<file path="src/rtl/muldiv.sv">
// Iterative radix-2 MULT/MULTU/DIV/DIVU plus MTHI/MTLO into architectural HI/LO.
// 34-cycle latency (accept to done) for mul/div, 1 cycle for MT; new issues are ignored while busy.
module muldiv (
  input  logic        clk,
  input  logic        reset,
  input  logic        valid,
  input  logic [2:0]  op,
  input  logic [31:0] a,
  input  logic [31:0] b,
  input  logic        cancel,
  output logic        busy,
  output logic        done,
  output logic [31:0] hi,
  output logic [31:0] lo
);

  typedef enum logic [1:0] {IDLE, RUN, FIX} state_t;

  state_t      state, state_nxt;
  logic [4:0]  cnt;
  logic        is_div, neg_q, neg_r, dz;
  logic [31:0] opa, acc_hi, acc_lo;

  logic        accept, start, mt_hi, mt_lo, done_nxt, fix_wr;
  logic        a_neg, b_neg;
  logic [31:0] a_abs, b_abs;
  logic [32:0] mul_sum, div_sh;
  logic        div_ge;
  logic [31:0] div_diff;
  logic [63:0] prod, prod_fix;
  logic [31:0] q_fix, r_fix, fix_hi, fix_lo;

  // Operand conditioning: signed ops (op[0]==0) work on magnitudes
  always_comb begin
    accept = valid && (state == IDLE) && !cancel;
    start  = accept && !op[2];
    mt_hi  = accept && (op == 3'b100);
    mt_lo  = accept && (op == 3'b101);
    a_neg  = !op[0] && a[31];
    b_neg  = !op[0] && b[31];
    a_abs  = a_neg ? -a : a;
    b_abs  = b_neg ? -b : b;
  end

  // One iteration step: opa is the multiplicand or the divisor
  always_comb begin
    mul_sum  = {1'b0, acc_hi} + (acc_lo[0] ? {1'b0, opa} : 33'd0);
    div_sh   = {acc_hi, acc_lo[31]};
    div_ge   = div_sh >= {1'b0, opa};
    div_diff = div_sh[31:0] - opa;
  end

  // Sign fix-up; a zero divisor leaves the remainder equal to the original dividend
  always_comb begin
    prod     = {acc_hi, acc_lo};
    prod_fix = neg_q ? -prod : prod;
    q_fix    = dz ? 32'hFFFF_FFFF : (neg_q ? -acc_lo : acc_lo);
    r_fix    = neg_r ? -acc_hi : acc_hi;
    fix_hi   = is_div ? r_fix : prod_fix[63:32];
    fix_lo   = is_div ? q_fix : prod_fix[31:0];
  end

  always_comb begin
    state_nxt = state;
    fix_wr    = 1'b0;
    case (state)
      IDLE: if (start) state_nxt = RUN;
      RUN: begin
        if (cancel)              state_nxt = IDLE;
        else if (cnt == 5'd31)   state_nxt = FIX;
      end
      FIX: begin
        state_nxt = IDLE;
        fix_wr    = !cancel;
      end
      default: state_nxt = IDLE;
    endcase
    done_nxt = fix_wr || mt_hi || mt_lo;
  end

  always_ff @(posedge clk) begin
    if (reset) begin
      state <= IDLE;
      done  <= 1'b0;
    end else begin
      state <= state_nxt;
      done  <= done_nxt;
    end
  end

  always_ff @(posedge clk) begin
    if (reset) begin
      cnt    <= 5'd0;
      is_div <= 1'b0;
      neg_q  <= 1'b0;
      neg_r  <= 1'b0;
      dz     <= 1'b0;
      opa    <= 32'd0;
      acc_hi <= 32'd0;
      acc_lo <= 32'd0;
    end else if (start) begin
      cnt    <= 5'd0;
      is_div <= op[1];
      neg_q  <= a_neg ^ b_neg;
      neg_r  <= op[1] && a_neg;
      dz     <= op[1] && (b == 32'd0);
      opa    <= op[1] ? b_abs : a_abs;
      acc_hi <= 32'd0;
      acc_lo <= op[1] ? a_abs : b_abs;
    end else if (state == RUN) begin
      cnt <= cnt + 5'd1;
      if (is_div) begin
        acc_hi <= div_ge ? div_diff : div_sh[31:0];
        acc_lo <= {acc_lo[30:0], div_ge};
      end else begin
        acc_hi <= mul_sum[32:1];
        acc_lo <= {mul_sum[0], acc_lo[31:1]};
      end
    end
  end

  always_ff @(posedge clk) begin
    if (reset) begin
      hi <= 32'd0;
      lo <= 32'd0;
    end else begin
      if (mt_hi)       hi <= a;
      else if (fix_wr) hi <= fix_hi;
      if (mt_lo)       lo <= a;
      else if (fix_wr) lo <= fix_lo;
    end
  end

  assign busy = (state != IDLE);

endmodule
</file>
<file path="config.mk">
export PLATFORM = sky130hd
export DESIGN_NAME = muldiv
export DESIGN_NICKNAME = d
export VERILOG_FILES = /design/src/rtl/muldiv.sv
export SDC_FILE = /design/constraint.sdc
export NUM_CORES = 1
export LEC_CHECK = 0
export ABC_CLOCK_PERIOD_IN_PS = 3700
export CAP_MARGIN = 0
export CORE_MARGIN = 3
export CORE_UTILIZATION = 50
export CTS_CLUSTER_DIAMETER = 50
export DETAILED_ROUTE_END_ITERATION = 8
export MAX_ROUTING_LAYER = met4
export PLACE_DENSITY = 0.81
export SYNTH_ARGS = -nofsm -noshare
export SYNTH_HDL_FRONTEND = slang
export SYNTH_SLANG_ARGS = --single-unit
export TNS_END_PERCENT = 5
</file>
<file path="constraint.sdc">
create_clock -name clk -period 3.7 [get_ports clk]
set_clock_uncertainty 0.1 [all_clocks]
set_input_delay 0.74 -clock clk [delete_from_list [all_inputs] [get_ports clk]]
set_output_delay 0.74 -clock clk [all_outputs]
set_load 0.01 [all_outputs]
</file>
* Word-level counts from Yosys, hierarchy flattened
Cells that the tools add are included.
Widths: inputs -> output; s select.
** Storage, ports and cells
- Output and inout bits :: 66
- Flip-flop bits (word level) :: 172
** Cells by class
- Muxes and demuxes :: 25
- Bitwise operators :: 1
- Add/subtract/negate cells :: 8
- Reductions and logical operators :: 22
- Magnitude comparators :: 1
- Equal/unequal tests :: 7
** Operators by type and width (count)
- $mux 32 :: 19
- $neg 32->32 :: 4
- $mux 64 :: 1
- $neg 64->64 :: 1
- $add 32x32->33 :: 1
- $ge 33x32->1 :: 1
- $logic_not 32->1 :: 1
- $sub 32x32->32 :: 1
- $logic_and 1x1->1 :: 9
- $reduce_bool 2->1 :: 4
- $eq 3x3->1 const B :: 2
- $mux 2 :: 3
- $add 5x1->5 const B :: 1
- $eq 5x5->1 const B :: 1
- $pmux 2 s2 :: 1
- $logic_not 1->1 :: 3
- $ne 3x3->1 const B :: 1
- $eq 2x1->1 const B :: 1
- $eq 2x2->1 const B :: 1
- $logic_not 2->1 :: 1
- $logic_or 1x1->1 :: 2
- $ne 2x2->1 const B :: 1
- $reduce_and 2->1 :: 1
- $reduce_or 2->1 :: 1
- other kinds (2) :: 2

* Longest topological paths before layout
- Depth after elaboration :: 6
- Mapped depth :: 14
- Gate-level depth less buffers :: 12

* Worst setup path before layout
No wires, ideal clock.
- Path kind :: register -> register
- From :: register acc_lo[0]
- To :: register acc_hi[28]
- Path buffers :: 1
- Stages on the path, launching flop included :: 14
- Clock period less this slack :: 3.279 ns
- Arrival :: 3.089 ns
- Library setup time :: 0.091 ns
- Slack :: 0.421 ns
- Path through :: dfxtp_1 > inv_1 > clkbuf_1 > nor2_1 > ha_1 > o211ai_1 > o21ai_0 > o21ai_0 > a31oi_1 > o21ai_0 > o31ai_1 > mux2_2 > o21a_1 > a311oi_1
** On the way
- Longest elaborated chain between the ends :: 3
** Ends and longest elaborated chain
- from (decl) :: line 22 : logic [31:0] opa, acc_hi, acc_lo;
- from (signal assigned) :: line 109 : acc_lo <= op[1] ? a_abs : b_abs;
- from (signal assigned) :: line 114 : acc_lo <= {acc_lo[30:0], div_ge};
- from (signal assigned) :: line 117 : acc_lo <= {mul_sum[0], acc_lo[31:1]};
- $mux 32 :: line 47 : mul_sum = {1'b0, acc_hi} + (acc_lo[0] ? {1'b0, opa} : 33'd0);
- $add 32x32->33 :: line 47
- $mux 32 :: line 112 : if (is_div) begin
- to (signal assigned) :: line 113 : acc_hi <= div_ge ? div_diff : div_sh[31:0];
- to (signal assigned) :: line 116 : acc_hi <= mul_sum[32:1];
- to (decl) :: line 22
No other way between the ends.
A chain may end at the register's enable or synchronous reset.

* Worst setup path after layout
- From :: register acc_lo[0]
- To :: register acc_hi[19]
The elaborated chain is that of the path after synthesis.

==> impl_metrics.toml <==
[detailed_routing]
final_antenna_net_count = 0
vias_per_cell = 6.56
drcViolationCount = 0
first_pass_iters = 6
wire_per_inst_um = 23.2
vias = 17000
drt_iter0_drc = 2424
drt_wl_total_um = 60200

[pwr]
p_leak_nw = 6.97
power_density_nw_per_um2 = 337
worst_ir_drop_vdd_uv = 352
power_mw = 6.08

[die]
dieArea_um2 = 31600
dieHeight_um = 178
core-area_um2 = 28900
start_util_pct = 51.1
num_io_pins = 137
rows = 62
fp.dieW_um = 178

[synthesis]
yosysSeqAreaShare_pct = 23.3
syn_avg_cell_area_um2 = 7.30
synth_top_area_share_pct = 23.3
synth-main-ff-cell = "dfxtp_1"
synth_edf_count = 0
yosys_warnings = 0
ys_ff_latch = 172
synth_top_area_cell = "dfxtp_1"
synth_area_leaders = "dfxtp_1, a21oi_1, nand2_1"
syn-num-nets = 2168
async_flop_share_pct = 0
syn_inst = 2025
syn_area_um2 = 14800
synth.distinct_cells = 83

[grt]
first_global_vias = 15500
grt_use_total_pct = 37.8
grt_max_degree = 84
grt_first_pass_wirelength_um = 90100
gr-usage-met1_pct = 50.5
use_met3_pct = 8.41
antenna_found_initial = 0
use_met2_pct = 52.1
grt_most_used_layer = "met2"
grt_overflow_total = 0

[sta]
finalSetupTns_ns = 0
worst_pin_slew_ns = 0.891
fmax_ghz = 0.279
setup_viol = 0
finalCritPeriodShare_pct = 96.9
report.final.slew_viol_count = 0
hold_viol = 0
layout_setup_ws_ns = 0.116
fin_crit_ns = 3.58
rsz0062_at_grt = "true"
slew_headroom_pct = 40.6

[cts]
htree_levels = 4
clock_latency_ns = 0.45
cts_root_buffer = "clkbuf_16"
clock-sinks = 172
clk_pin_slew_worst_paths_ns = 0.07
cts_buffers = 17
clock_path_buffers = 2
hold_buffers = 0
cts_tree = "built"

[setup_path]
slowest_delay_ns = 0.40
required_ns = 3.93
critPathArrivalTime_ns = 3.81
cpMaxStageDelayCell = "fa_1"
reg2reg_slack_ns = 0.12
cp_cell_sequence = "buf_4, and2_1, ha_1, fa_1, a211oi_1, o21ai_0, o221ai_2, and2_1, o21ai_0, a221o_1, or3_1, a31oi_1, a211oi_1"
end_kind = "register"
path_class = "reg -> reg"
worst-path-max-fanout = 5
worstSetupStartpointType = "register"

[final_layout]
drive_gt1_share_pct = 11.6
final_common_cell = "nand2_1"
register_area_um2 = 3450
n_fill_cell = 2532
final_cell_mix = "nand2_1, a21oi_1, nor2_1"
antennaDiodeCount = 0
multi_input_area_um2 = 10600
final_cells = 2596
final_nets = 2342
synthToLayoutAreaGrowth_pct = 22.0

[placed_design]
io_buffers = 136
place.gp.congestion = 1.04
dp_hpwl_um = 45600
dp_cells = 2560
pre_cts_slack_ns = -0.286

[flow_run]
maxCapViolations = 0

[hold_path]
hp-class = "reg -> reg"

[outcome]
status = "complete, no violations"
==> critical path: cells and delay by family, from the launching register on <==
kind	cells	cell delay, ns
AOI/OAI and AO/OA	7	1.54
adders and majority gates	2	0.63
buffers and inverters	1	0.16
DFF	1	0.34
and+or+nand+nor	3	0.68
==> registers in the layout, indices dropped and copies added (netlist names), 2 cells and up <==
signal / flops
hi: 32
opa: 32
acc_lo: 32
acc_hi: 32
state: 2
cnt: 5
lo: 32
==> stage by stage <==
step / utilization [%] / hold WS, ns / area [um2]
after floorplan: - / 0.332 / 14800
after global placement: 59.9 / 0.340 / 17300
after detailed placement: 59.9 / 0.344 / 17300
after CTS: 62.1 / 0.357 / 18000
after global routing: 62.3 / 0.374 / 18000
final: 62.3 / 0.357 / 18000
==> timing repair <==
item                                    in CTS  in global routing
endpoints found under the setup margin       0                 25
resized for setup                            0                  8
buffers inserted                             0                  4
==> layer usage <==
metal  vias up  wire [um]
li1       7746          -
met4         0       3930
met3       207       7640
met2      1173      24500
met5         -          0
met1      7913      24200
==> path summary, 6_finish.rpt <==
kind,depth (start not counted),from,endpoint
worst max-delay path,13,acc_lo[0],acc_hi[19]
worst min-delay path,2,opa[23],opa[23]
worst max register to register,13,acc_lo[0],acc_hi[19]
worst min register to register,2,opa[23],opa[23]
==> kinds of logic after synthesis <==
logic type / synth area share (%)
AND/OR/NAND/NOR: 21.0
XOR/XNOR: 9.96
buffers and inverters: 5.34
flip-flops: 23.3
AO/OA/AOI/OAI: 30.8
multiplexers: 3.40
adder cells (fa/ha/maj): 6.20
==> area by class of cell <==
type,instances,share of cell area [%]
clock inverter,14,1.12
sequential,172,19.1
timing repair buffer,305,14.7
multi-input combinational,1648,58.8
inverter,55,1.17
clock buffer,18,2.44
tap,384,2.67
==> Yosys cell counts (10+ instances only) <==
| cell | instances |
|---|---|
| buf_1 | 18 |
| a221oi_1 | 31 |
| o21a_1 | 12 |
| or4_1 | 13 |
| a211oi_1 | 45 |
| a31oi_1 | 23 |
| a22oi_1 | 28 |
| a21o_1 | 28 |
| nor4_1 | 15 |
| dfxtp_1 | 172 |
| nor2_1 | 189 |
| inv_1 | 54 |
| mux2i_1 | 48 |
| a21oi_1 | 195 |
| clkbuf_1 | 121 |
| nand2_1 | 237 |
| nand4_1 | 18 |
| or3_1 | 22 |
| o21bai_1 | 10 |
| nand2b_1 | 16 |
| xnor2_1 | 77 |
| o211ai_1 | 59 |
| and2_1 | 11 |
| nor2b_1 | 17 |
| nand3_1 | 32 |
| ha_1 | 70 |
| o21ai_0 | 147 |
| xor2_1 | 91 |
| o31ai_1 | 23 |
| nor3_1 | 38 |
| o22ai_1 | 30 |
==> power by group <==
part | internal [mW] | switching [mW] | total [mW]
Combinational | 0.786 | 1.26 | 2.04
Sequential | 1.91 | 0.0730 | 1.98
Clock | 1.17 | 0.887 | 2.06
Total | 3.86 | 2.22 | 6.08
No activity file was read; power rests on OpenSTA's default activity.
